$ cat src/rtl/pipe_ctrl_pkg.sv
// Shared types and constants for the vector-pipeline hazard controller.
package pipe_ctrl_pkg;

  typedef enum logic {
    RUN   = 1'b0,
    MULTI = 1'b1
  } ctrl_state_t;

  localparam logic [1:0] FWD_RF = 2'b00;
  localparam logic [1:0] FWD_W  = 2'b01;
  localparam logic [1:0] FWD_M  = 2'b10;

  localparam logic [3:0] DEF_MULTI_OPC = 4'hC;

endpackage

$ cat src/rtl/pipe_fwd_unit.sv
// Combinational E-stage operand forwarding select; M result wins over W result.
module pipe_fwd_unit
  import pipe_ctrl_pkg::*;
#(
  parameter int REG_AW = 4
) (
  input  logic [REG_AW-1:0] ra1E,
  input  logic [REG_AW-1:0] ra2E,
  input  logic [REG_AW-1:0] WA3M,
  input  logic              regWriteM,
  input  logic [REG_AW-1:0] WA3W,
  input  logic              regWriteW,
  output logic [1:0]        forwardAE,
  output logic [1:0]        forwardBE
);

  function automatic logic [1:0] fwd_sel(input logic [REG_AW-1:0] ra,
                                         input logic [REG_AW-1:0] wa_m,
                                         input logic              we_m,
                                         input logic [REG_AW-1:0] wa_w,
                                         input logic              we_w);
    if (we_m && (wa_m == ra))      return FWD_M;
    else if (we_w && (wa_w == ra)) return FWD_W;
    else                           return FWD_RF;
  endfunction

  always_comb begin
    forwardAE = fwd_sel(ra1E, WA3M, regWriteM, WA3W, regWriteW);
    forwardBE = fwd_sel(ra2E, WA3M, regWriteM, WA3W, regWriteW);
  end

endmodule

$ cat src/rtl/pipe_hazard_ctrl.sv
// Stall/flush/forward controller for the 5-stage vector pipeline with a
// multi-cycle E-stage sequencer. Define HAZARD_FWD_EN to enable forwarding.
module pipe_hazard_ctrl
  import pipe_ctrl_pkg::*;
#(
  parameter int               REG_AW    = 4,
  parameter int               OPC_W     = 4,
  parameter logic [OPC_W-1:0] MULTI_OPC = OPC_W'(DEF_MULTI_OPC),
  parameter int               MULTI_CYC = 6
) (
  input  logic              clk,
  input  logic              rst,
  input  logic [REG_AW-1:0] ra1D,
  input  logic [REG_AW-1:0] ra2D,
  input  logic [REG_AW-1:0] ra1E,
  input  logic [REG_AW-1:0] ra2E,
  input  logic [REG_AW-1:0] WA3E,
  input  logic              regWriteE,
  input  logic              memToRegE,
  input  logic              PCSrcE,
  input  logic [OPC_W-1:0]  opcodeE,
  input  logic [REG_AW-1:0] WA3M,
  input  logic              regWriteM,
  input  logic              memReqM,
  input  logic              memReadyM,
  input  logic [REG_AW-1:0] WA3W,
  input  logic              regWriteW,
  output logic              stallF,
  output logic              stallD,
  output logic              stallE,
  output logic              stallM,
  output logic              flushD,
  output logic              flushE,
  output logic              flushM,
  output logic              flushW,
  output logic [1:0]        forwardAE,
  output logic [1:0]        forwardBE,
  output logic [2:0]        laneE,
  output logic              busy
);

  localparam logic [2:0] LANE_LAST = 3'(MULTI_CYC - 1);

  ctrl_state_t r_state;
  logic [2:0]  r_lane;

  logic       w_mem_stall;
  logic       w_is_multi;
  logic       w_raw;
  logic [1:0] w_fwd_a;
  logic [1:0] w_fwd_b;

  assign w_mem_stall = memReqM & ~memReadyM;
  assign w_is_multi  = (opcodeE == MULTI_OPC);

`ifdef HAZARD_FWD_EN
  // Only a load in E cannot be forwarded in time; everything else is bypassed.
  assign w_raw = regWriteE & memToRegE & ((WA3E == ra1D) | (WA3E == ra2D));

  pipe_fwd_unit #(.REG_AW(REG_AW)) u_fwd (
    .ra1E      (ra1E),
    .ra2E      (ra2E),
    .WA3M      (WA3M),
    .regWriteM (regWriteM),
    .WA3W      (WA3W),
    .regWriteW (regWriteW),
    .forwardAE (w_fwd_a),
    .forwardBE (w_fwd_b)
  );
`else
  // Without bypass, any pending write in E or M blocks D; W writes through the RF.
  assign w_raw = (regWriteE & ((WA3E == ra1D) | (WA3E == ra2D)))
               | (regWriteM & ((WA3M == ra1D) | (WA3M == ra2D)));
  assign w_fwd_a = FWD_RF;
  assign w_fwd_b = FWD_RF;

  logic w_unused;
  assign w_unused = ^{ra1E, ra2E, WA3W, regWriteW, memToRegE};
`endif

  // NOTE: every output gets a default first so the priority chain below cannot infer a latch.
  always_comb begin
    stallF    = 1'b0;
    stallD    = 1'b0;
    stallE    = 1'b0;
    stallM    = 1'b0;
    flushD    = 1'b0;
    flushE    = 1'b0;
    flushM    = 1'b0;
    flushW    = 1'b0;
    forwardAE = FWD_RF;
    forwardBE = FWD_RF;
    laneE     = 3'd0;
    busy      = 1'b0;
    if (!rst) begin
      forwardAE = w_fwd_a;
      forwardBE = w_fwd_b;
      laneE     = r_lane;
      busy      = (r_state != RUN) | w_mem_stall;
      if (w_mem_stall) begin
        stallF = 1'b1;
        stallD = 1'b1;
        stallE = 1'b1;
        stallM = 1'b1;
        flushW = 1'b1;
      end else if (r_state == MULTI) begin
        if (r_lane != LANE_LAST) begin
          stallF = 1'b1;
          stallD = 1'b1;
          stallE = 1'b1;
          flushM = 1'b1;
        end
      end else if (w_is_multi) begin
        stallF = 1'b1;
        stallD = 1'b1;
        stallE = 1'b1;
        flushM = 1'b1;
      end else if (PCSrcE) begin
        flushD = 1'b1;
        flushE = 1'b1;
      end else if (w_raw) begin
        stallF = 1'b1;
        stallD = 1'b1;
        flushE = 1'b1;
      end
    end
  end

  // NOTE: sequential state uses non-blocking assignments only.
  always_ff @(posedge clk or posedge rst) begin
    if (rst) begin
      r_state <= RUN;
      r_lane  <= 3'd0;
    end else if (!w_mem_stall) begin
      case (r_state)
        RUN: begin
          if (w_is_multi) begin
            r_state <= MULTI;
            r_lane  <= 3'd1;
          end
        end
        MULTI: begin
          if (r_lane == LANE_LAST) begin
            r_state <= RUN;
            r_lane  <= 3'd0;
          end else begin
            r_lane <= r_lane + 3'd1;
          end
        end
        default: begin
          r_state <= RUN;
          r_lane  <= 3'd0;
        end
      endcase
    end
  end

endmodule

$ cat config.mk
export PLATFORM = sky130hd
export DESIGN_NAME = pipe_hazard_ctrl
export DESIGN_NICKNAME = d
export VERILOG_FILES = /design/src/rtl/pipe_ctrl_pkg.sv /design/src/rtl/pipe_fwd_unit.sv /design/src/rtl/pipe_hazard_ctrl.sv
export SDC_FILE = /design/constraint.sdc
export NUM_CORES = 1
export LEC_CHECK = 0
export ABC_AREA = 1
export CELL_PAD_IN_SITES_DETAIL_PLACEMENT = 0
export CELL_PAD_IN_SITES_GLOBAL_PLACEMENT = 1
export CORE_UTILIZATION = 16
export CTS_CLUSTER_SIZE = 40
export DETAILED_ROUTE_END_ITERATION = 10
export PLACE_DENSITY_LB_ADDON = 0.15
export SLEW_MARGIN = 10
export SYNTH_ARGS = -nofsm -noshare
export SYNTH_HDL_FRONTEND = slang
export SYNTH_HIERARCHICAL = 1
export SYNTH_SLANG_ARGS = --single-unit
$ cat constraint.sdc
create_clock -name clk -period 1.5 [get_ports clk]
set_clock_uncertainty 0.05 [all_clocks]
set_input_delay 0.3 -clock clk [delete_from_list [all_inputs] [get_ports clk]]
set_output_delay 0.3 -clock clk [all_outputs]
set_load 0.05 [all_outputs]
# Word level (Yosys, flattened, before mapping)
# Index checks and enable logic that the tools add are counted.
# Widths: inputs -> output; s select.
# word_totals
elab_cells	54
register_bits	4
input_bits	41
latchBits	0
mem_bits_ro	0
ram_bits	0
output_inout_bits	16
mem_count	0
# op_classes
reduce_logical	1
bitwise	10
eq_ne	8
mux	32
n_lt_le_gt_ge	0
n_addsub	1
shift	0
multipliers	0
div	0
# ops
cell	n
$mux 1	27
$eq 4x4->1	4
$mux 3	3
$pmux 3 s2	1
$eq 4x4->1 const B	1
$or 1x1->1	4
$add 3x1->3 const B	1
$and 1x1->1	3
$eq 3x3->1 const B	1
$ne 3x3->1 const B	1
$not 1->1	3
$ne 2x2->1 const B	1
$pmux 1 s2	1
$reduce_and 2->1	1

# Longest topological paths before layout
# Gate-level depths: netlist of the first run.
# logic_depth
depth_word	10
depth_mapped	11
ltp_nobuf	10

# Worst setup path after synthesis of the first run
# No wires, ideal clock.
# synth_path
kind	input-to-output
from	in memReqM
to	out flushD
arrival_ps	1677
t_required_ps	1150
path_slack_ps	-527
path_stages	5
path_buffers	0
cell_sequence	inv_1 -> nor2_1 -> inv_1 -> nand2_1 -> nor3_1
# synth_between
elab_chain_cells	3
# synth_lines
element	line	source
from (decl)	pipe_hazard_ctrl.sv:24	input logic memReqM,
$and 1x1->1	pipe_hazard_ctrl.sv:53	assign w_mem_stall = memReqM & ~memReadyM;
$mux 1	pipe_hazard_ctrl.sv:100	if (w_mem_stall) begin
$mux 1	pipe_hazard_ctrl.sv:95	if (!rst) begin
to (decl)	pipe_hazard_ctrl.sv:32	output logic flushD,
# No other way between the ends.

# Worst setup path in the final report of the first run
# layout_path
from	reg r_state
to	out stallF
# layout_between
elab_chain_cells	3
# layout_lines
element	line	source
from (decl)	pipe_hazard_ctrl.sv:44	ctrl_state_t r_state;
from (signal assigned)	pipe_hazard_ctrl.sv:132	r_state <= RUN;
from (signal assigned)	pipe_hazard_ctrl.sv:138	r_state <= MULTI;
from (signal assigned)	pipe_hazard_ctrl.sv:144	r_state <= RUN;
$mux 1	pipe_hazard_ctrl.sv:106	end else if (r_state == MULTI) begin
$mux 1	pipe_hazard_ctrl.sv:100	
$mux 1	pipe_hazard_ctrl.sv:95	
to (decl)	pipe_hazard_ctrl.sv:28	output logic stallF,
# No other way between the ends.

==> impl_metrics.json, run 1 <==
{
  "status": "finished, violations left",
  "failed_checks": "setup timing",
  "core_sq_mm": 0.00380,
  "start_util_pct": 17.3,
  "fillCellCount": 412,
  "worstPathMaxFanout": 3,
  "route.detailed.drc": 0,
  "mostFrequentLayoutCell": "nand2_1",
  "areaGrowthSynthToFinish_pct": 121,
  "slowest_delay_ns": 0.40,
  "firstDrtPassIters": 4,
  "fmax_ghz": 0.571,
  "stdcell_area_sq_mm": 0.00145,
  "finalNetCount": 237,
  "synth_cells": 136,
  "synth.top_cell.area_share_pct": 36.1,
  "setup_viol": 7,
  "hp-class": "in -> async",
  "ant_nets": 0,
  "wl_per_cell_um": 8.59,
  "cp.arrival_ns": 1.40,
  "min_period_over_period_pct": 117,
  "power_density_mw_per_mm2": 1240,
  "seqCellArea_sq_um": 100,
  "numPortBuffers": 38,
  "n_antenna_cell": 0,
  "rsz0062_at_grt": "yes",
  "multiInputGateArea_sq_um": 531,
  "drtIter0Drc": 26,
  "place.gp.congestion": 0.785,
  "syn_avg_cell_area_sq_um": 4.82,
  "p_leak_nw": 0.821,
  "cts.path.max_buffers": 2,
  "start_kind": "flip-flop",
  "endpoint_kind": "output pin",
  "grt_max_degree": 6,
  "final_cell_mix": "57 x nand2_1, 19 x inv_1, 16 x buf_4",
  "synth_top_cell_by_area": "nand2_1",
  "min_period_ns": 1.75,
  "dpl.hpwl_um": 1770,
  "cts_tree": "yes",
  "hold_buffers": 0,
  "final_util_pct": 38.1,
  "crit_chain": "inv_2, a21oi_2, a21oi_2, o21ai_2, inv_2, nand2_4, nand2_4, nand2_8, buf_12",
  "vias_per_cell": 3.82,
  "cap_viol_max_count": 0,
  "layout-drive-gt1-share_pct": 42.8,
  "peakVddDrop_mv": 0.329,
  "fin_ws_ns": -0.251,
  "final-max-slew-violation-count": 0,
  "drt_wl_total_um": 2080,
  "cts.root.buffer_cell": "clkbuf_8",
  "antenna_found_initial": 0,
  "grt_usage_pct": 10.3,
  "grt-ovfl-total": 0,
  "die_area_sq_mm": 0.00436,
  "synthTopCellsByArea": "nand2_1 36%, dfrtp_1 15%, inv_1 15%, nor2_1 10%, buf_4 6.9%",
  "fp-row-count": 22,
  "synth_warnings": 6,
  "cts_buffers": 3,
  "yosysUniqueCellTypes": 17,
  "grt_pass1_wl_um": 3510,
  "p_total_w": 0.00180,
  "htree_levels": 1,
  "grt_pass1_vias": 881,
  "clock-sinks": 4,
  "vias": 925,
  "crit_type": "reg -> out",
  "die_h_um": 66.0,
  "cts.clk_slew.worst_paths_ns": 0.03,
  "hold_viol": 0,
  "synthesis.area_sq_um": 656,
  "seq_area_frac_synth_pct": 15.3,
  "crit_required_ns": 1.15,
  "yosys_register_bits": 4,
  "die_w_um": 66.0,
  "pin_count": 57,
  "insertion_delay_ns": 0.22,
  "critPathSlowestCell": "dfrtp_1",
  "dpl_cell_area_sq_mm": 0.00133
}
[power by group]
group | internal, W | switching, W
registers | 0.000161 | 0.0000408
logic | 0.000692 | 0.000678
clock network | 0.000171 | 0.0000559
total | 0.00102 | 0.000775
[sequential cells by signal, summed over array words and instances (netlist names)]
name / flops
r_state: 1
r_lane: 3
[stage by stage]
stage | worst slack (ns) | hold slack, ns | std cells | TNS, ns
3_3_place_gp | -0.565 | 0.566 | 233 | -4.69
2_1_floorplan | -0.103 | 0.0561 | 139 | -0.340
3_5_place_dp | -0.571 | 0.582 | 233 | -4.76
6_report | -0.251 | 0.212 | 242 | -1.37
5_1_grt | -0.361 | 0.244 | 242 | -2.24
4_1_cts | -0.262 | 0.210 | 240 | -1.36
[critical path: cells and delay by family, from the launching register on]
family | cells | cell delay [ns]
buffers and inverters | 3 | 0.29
flip-flops | 1 | 0.40
AND/OR/NAND/NOR | 3 | 0.21
AO/OA/AOI/OAI | 3 | 0.26
[layout make-up]
class / count / share of cell area [%]
Inverter: 28 / 7.25
Tap cell: 48 / 4.15
Multi-Input combinational cell: 101 / 36.6
Sequential cell: 4 / 6.91
Clock buffer: 3 / 2.85
Timing Repair Buffer: 58 / 42.2
[per-layer routing]
layer	track usage (%)	vias to the layer above	wire, um
li1	-	504	-
met1	12.5	383	955
met2	17.5	34	942
met3	1.38	4	141
met4	5.59	0	39
met5	0	-	0
[Yosys cell counts (all sizes together)]
cell   number
a21oi       3
inv        28
o21a        1
nor3        2
dfrtp       4
o22a        1
xor2        1
o21ai       4
nor2       18
nand3       2
conb        1
nand2      65
buf         6
[worst paths after layout]
kind / start / to / slack [ns] / cells after the start
setup / recovery: r_state / stallF / -0.25 / 9
setup reg to reg: r_state / r_state / 0 / 10
min in group clk: r_lane[2] / r_lane[2] / 0.59 / 2
hold reg to reg: r_lane[2] / r_lane[2] / 0.59 / 2
hold / removal: rst / r_state / 0.21 / 3
max in group asynchronous: rst / r_lane[0] / 1.07 / 3
[cell families (layout without fill, tap and decap cells)]
logic type | Yosys count | after routing | share of synthesized area (%)
AO/OA/AOI/OAI | 9 | 9 | 8.59
XOR/XNOR | 1 | 1 | 1.34
buffers and inverters | 34 | 89 | 22.9
flip-flops | 4 | 4 | 15.3
other | 1 | 4 | 0.572
AND/OR/NAND/NOR | 87 | 87 | 51.3
[timing repair]
item,CTS,global route
pin swaps,12,19
resized for setup,46,51
endpoints found under the setup margin,15,15
setup buffers,4,3
Power figures use the tool's default switching activity.
==> run 2: changes to the inputs <==
- PLACE_DENSITY: unset -> 0.72
- PLACE_DENSITY_LB_ADDON: 0.15 -> unset
==> impl_metrics.json, run 2 (same netlist as run 1, synthesis figures left out) <==
{
  "intPower_w": 0.00103,
  "antenna_found_initial": 0,
  "fin_setup_tns_ns": -1.42,
  "start_util_pct": 17.3,
  "cts.clk_slew.worst_paths_ns": 0.03,
  "cts_buffers": 3,
  "hold_buffers": 0,
  "final_util_pct": 37.5,
  "vias_per_cell": 3.80,
  "dpl.hpwl_um": 1760,
  "largest_reg_flops": 3,
  "p_clk_share_pct": 12.4,
  "crit_required_ns": 1.15,
  "fp-row-count": 22,
  "p_leak_nw": 0.816,
  "min_period_ns": 1.76,
  "setup_viol": 8,
  "start_kind": "flip-flop",
  "place.gp.congestion": 0.799,
  "p_sw_share_pct": 43.0,
  "rsz0062_at_grt": "yes",
  "areaGrowthSynthToFinish_pct": 117,
  "vias": 924,
  "hp-class": "in -> async",
  "hold_slack_ns": 0.209,
  "drtIter0Drc": 34,
  "largest_register": "r_lane",
  "pin_count": 57,
  "grt_max_degree": 6,
  "combPwrFrac_pct": 76.5,
  "finalNetCount": 238,
  "mostFrequentLayoutCell": "nand2_1",
  "min_period_over_period_pct": 117,
  "cp.arrival_ns": 1.41,
  "seqPwrFrac_pct": 11.1,
  "clock-sinks": 4,
  "cts.root.buffer_cell": "clkbuf_8",
  "numPortBuffers": 38,
  "endpoint_kind": "output pin",
  "die_area_sq_mm": 0.00436,
  "insertion_delay_ns": 0.22,
  "reg_top3": "r_lane x3, r_state x1",
  "cts.path.max_buffers": 2,
  "n_antenna_cell": 0,
  "grt-ovfl-total": 0,
  "fmax_ghz": 0.569,
  "grt_pass1_vias": 862,
  "power_density_mw_per_mm2": 1270,
  "grt_usage_pct": 10.0,
  "fin_ws_ns": -0.256,
  "drt_wl_total_um": 2120,
  "final-max-slew-violation-count": 0,
  "failed_checks": "setup timing",
  "htree_levels": 1,
  "p_sw_w": 0.000779,
  "wl_per_cell_um": 8.73,
  "hold_viol": 0,
  "worstPathMaxFanout": 3,
  "ant_nets": 0,
  "crit_type": "reg -> out",
  "core_sq_mm": 0.00380,
  "cts_tree": "yes",
  "cap_viol_max_count": 0,
  "die_w_um": 66.0,
  "peakVddDrop_mv": 0.554,
  "firstDrtPassIters": 4,
  "grt_pass1_wl_um": 3390,
  "layout-drive-gt1-share_pct": 44.1,
  "route.detailed.drc": 0,
  "final_cell_mix": "57 x nand2_1, 18 x inv_1, 18 x buf_4",
  "die_h_um": 66.0,
  "status": "finished, violations left"
}
run 2: changes by cell type in the layout (fill, tap and decap cells not counted), moves of 2 or more:
cell    before  now
buf_6        7    4
buf_4       16   18
buf_2        0    2
nor2_1      11    9
nor2_2       6    8
run 2: cell type report:
class	instances	area (sq um)
Timing Repair Buffer	59	588
Multi-Input combinational cell	101	528
Fill cell	422	2380
Clock buffer	3	41.3
Sequential cell	4	100
Tap cell	48	60.1
Inverter	28	105
run 2: power by group through the flow:
stage | clock network (W) | logic, W | registers (W)
floorplan | 0 | 0.000605 | 0.000200
global placement | 0 | 0.00118 | 0.000198
detailed placement | 0 | 0.00118 | 0.000198
CTS | 0.000233 | 0.00132 | 0.000201
global route | 0.000239 | 0.00148 | 0.000207
finish | 0.000224 | 0.00139 | 0.000201
run 2: timing repair:
action,4_1_cts,5_1_grt
endpoints found under the setup margin,12,11
gates resized for setup,58,36
setup buffers,5,4
pin swaps,9,11
run 2: stage by stage:
stage / cells / setup slack [ns] / instance area [sq um] / total power (W)
6_report: 243 / -0.256 / 1420 / 0.00181
3_3_place_gp: 232 / -0.561 / 1330 / 0.00137
3_5_place_dp: 232 / -0.553 / 1330 / 0.00138
4_1_cts: 240 / -0.249 / 1450 / 0.00175
5_1_grt: 243 / -0.312 / 1420 / 0.00193
2_1_floorplan: 139 / -0.103 / 721 / 0.000805
run 2: routing by layer:
metal | track usage, % | wire length [um] | share of wire [%] | vias to the layer above
li1 | - | - | - | 508
met1 | 12.5 | 951 | 45 | 392
met2 | 17.3 | 1050 | 49 | 24
met3 | 1.55 | 121 | 5.7 | 0
met4 | 3.19 | 0 | 0 | 0
met5 | 0 | 0 | 0 | -
run 2: worst max-delay path, cell delays in order (launching register included):
cell and delay (ns):
dfrtp_1 0.40, inv_2 0.07, a21oi_2 0.04, a21oi_2 0.16, o21ai_2 0.08, inv_2 0.09
nand2_4 0.06, nand2_4 0.08, nand2_8 0.06, buf_12 0.14
run 2: worst paths after layout:
check	to	from	slack [ns]	cells past startpoint
max	stallD	r_state	-0.26	9
min	r_state	rst	0.21	3
max reg2reg	r_state	r_state	-0.02	10
min reg2reg	r_lane[2]	r_lane[2]	0.59	2
max in group asynchronous	r_lane[0]	rst	1.07	3
min in group clk	r_lane[2]	r_lane[2]	0.59	2
==> run 3: changes to the inputs <==
- CORE_UTILIZATION: 16 -> 18
- PLACE_DENSITY: 0.72 -> 0.77
- SYNTH_HIERARCHICAL: 1 -> unset
- clock period: 1.5 -> 1.7 ns (I/O delays scaled with it)
==> impl_metrics.json, run 3 <==
{
  "synth_warnings": 0,
  "grt-ovfl-total": 0,
  "r2r_slack_ns": 0.42,
  "seqCellArea_sq_um": 101,
  "dpl.hpwl_um": 1560,
  "grt_pass1_wl_um": 3300,
  "synth_enable_flop_cells": 0,
  "crit_required_ns": 1.31,
  "worstPathMaxFanout": 3,
  "min_period_over_period_pct": 105,
  "cts_tree": "yes",
  "wl_per_cell_um": 7.97,
  "cts.root.buffer_cell": "clkbuf_4",
  "largest_register": "r_lane",
  "hp-class": "in -> async",
  "r2r-start": "r_state",
  "reg2reg_to": "r_lane[0]",
  "cts.path.max_buffers": 2,
  "drt_wl_total_um": 1820,
  "hold_slack_ns": 0.292,
  "reg_top3": "r_lane x3, r_state x1",
  "clock-sinks": 4,
  "layout-drive-gt1-share_pct": 33.5,
  "final_util_pct": 36.5,
  "crit_type": "reg -> out",
  "dpl_cell_area_sq_mm": 0.00123,
  "multiInputGateArea_sq_um": 483,
  "stdcell_area_sq_mm": 0.00125,
  "numPortBuffers": 38,
  "yosys_register_bits": 4,
  "yosysUniqueCellTypes": 17,
  "reg2reg_depth": 7,
  "syn_avg_cell_area_sq_um": 4.82,
  "core_sq_mm": 0.00342,
  "die_area_sq_mm": 0.00389,
  "die_h_um": 62.4,
  "route.detailed.drc": 0,
  "fp-row-count": 21,
  "synthesis.area_sq_um": 656,
  "place.gp.congestion": 0.714,
  "mostFrequentLayoutCell": "nand2_1",
  "rsz0062_at_grt": "yes",
  "synth_xor_xnor_area_share_pct": 1.34,
  "synthSimpleGateAreaFrac_pct": 51.3,
  "grt_pass1_vias": 803,
  "start_util_pct": 19.2,
  "synth-compound-area-share_pct": 8.59,
  "vias_per_cell": 3.68,
  "failed_checks": "setup timing",
  "htree_levels": 1,
  "synth_top_cell_by_area": "nand2_1",
  "fin_ws_ns": -0.0853,
  "start_kind": "flip-flop",
  "insertion_delay_ns": 0.23,
  "vias": 838,
  "p_leak_nw": 0.739,
  "final_cell_mix": "59 x nand2_1, 22 x inv_1, 15 x nor2_1",
  "hold_viol": 0,
  "die_w_um": 62.4,
  "setup_viol": 4,
  "synth_most_common_cell": "nand2_1",
  "async_reset_ff_share_pct": 100,
  "largest_reg_flops": 3,
  "n_antenna_cell": 0,
  "cts_buffers": 3,
  "synth_cells": 136,
  "seq_area_frac_synth_pct": 15.3,
  "p_total_w": 0.00125,
  "finalNetCount": 225,
  "synth_common_cells": "63 x nand2_1, 26 x inv_1, 18 x nor2_1, 6 x buf_4, 4 x dfrtp_1",
  "synth_adder_area_share_pct": 0,
  "areaGrowthSynthToFinish_pct": 90.3,
  "antenna_found_initial": 0,
  "fillCellCount": 412,
  "grt_max_degree": 6,
  "grt_usage_pct": 10.4,
  "pin_count": 57,
  "fmax_ghz": 0.560,
  "firstDrtPassIters": 3,
  "synth_top_family_by_area": "simple AND/OR/NAND/NOR gates",
  "hold_buffers": 0,
  "synthFlopType": "dfrtp_1",
  "synth.top_cell.area_share_pct": 36.1,
  "cp.arrival_ns": 1.40,
  "status": "finished, violations left",
  "endpoint_kind": "output pin",
  "drtIter0Drc": 35,
  "power_density_mw_per_mm2": 1000,
  "synthTopCellsByArea": "nand2_1 36%, dfrtp_1 15%, inv_1 15%, nor2_1 10%, buf_4 6.9%",
  "peakVddDrop_mv": 0.504,
  "min_period_ns": 1.79,
  "cts.clk_slew.worst_paths_ns": 0.03,
  "final-max-slew-violation-count": 0,
  "ant_nets": 0,
  "synth_mux_area_share_pct": 0,
  "cap_viol_max_count": 0
}
==> run 3: final cells by class <==
| type | instances | share of cell area [%] |
|---|---|---|
| multi-input combinational | 101 | 38.7 |
| tap | 46 | 4.61 |
| inverter | 28 | 8.43 |
| timing repair buffer | 46 | 38.3 |
| sequential | 4 | 8.12 |
| clock buffer | 3 | 1.81 |
==> run 3: power by group <==
group,switching [W],leakage (nW),internal [W]
clock,0.0000353,0.0138,0.0000787
combinational,0.000522,0.680,0.000432
sequential,0.0000377,0.0452,0.000143
==> run 3: worst max-delay path by stage <==
stage                  from     end  cells after the start
floorplan           memReqM  flushD                      5
global placement    WA3E[2]  flushE                     12
detailed placement  ra2D[2]  stallF                     12
CTS                 r_state  stallF                      9
global route        r_state  stallF                      9
finish              r_state  flushM                      6
==> run 3: cells by family after synthesis <==
| family | count (synthesis) |
|---|---|
| AO/OA/AOI/OAI | 9 |
| XOR/XNOR | 1 |
| buffers and inverters | 34 |
| flip-flops | 4 |
| other | 1 |
| AND/OR/NAND/NOR | 87 |
==> run 3: through the flow <==
step           TNS, ns  setup slack (ns)  cells
6_report        -0.296           -0.0853    228
5_1_grt         -0.894            -0.206    228
4_1_cts         -0.347            -0.112    226
3_5_place_dp     -2.38            -0.373    221
3_3_place_gp     -2.41            -0.387    221
2_1_floorplan  -0.0233           -0.0233    139
==> run 3: timing repair <==
item,in CTS,in global routing
pin swaps,11,8
setup buffers,2,2
gates resized for setup,50,26
setup endpoints to repair,12,8
==> run 3: metal layers <==
| metal | global-route usage (%) | vias up | share of wire [%] |
|---|---|---|---|
| li1 | - | 478 | - |
| met5 | 0 | - | 0 |
| met4 | 2.62 | 0 | 0.99 |
| met2 | 16.9 | 20 | 44 |
| met3 | 1.84 | 2 | 3.0 |
| met1 | 14.2 | 338 | 52 |
==> run 3: worst max-delay path, stage by stage (launching register included) <==
cell and delay (ns):
dfrtp_2 0.42, buf_4 0.15, o21ai_2 0.13, inv_2 0.06, buf_4 0.13, nor2_2 0.12, buf_12 0.15
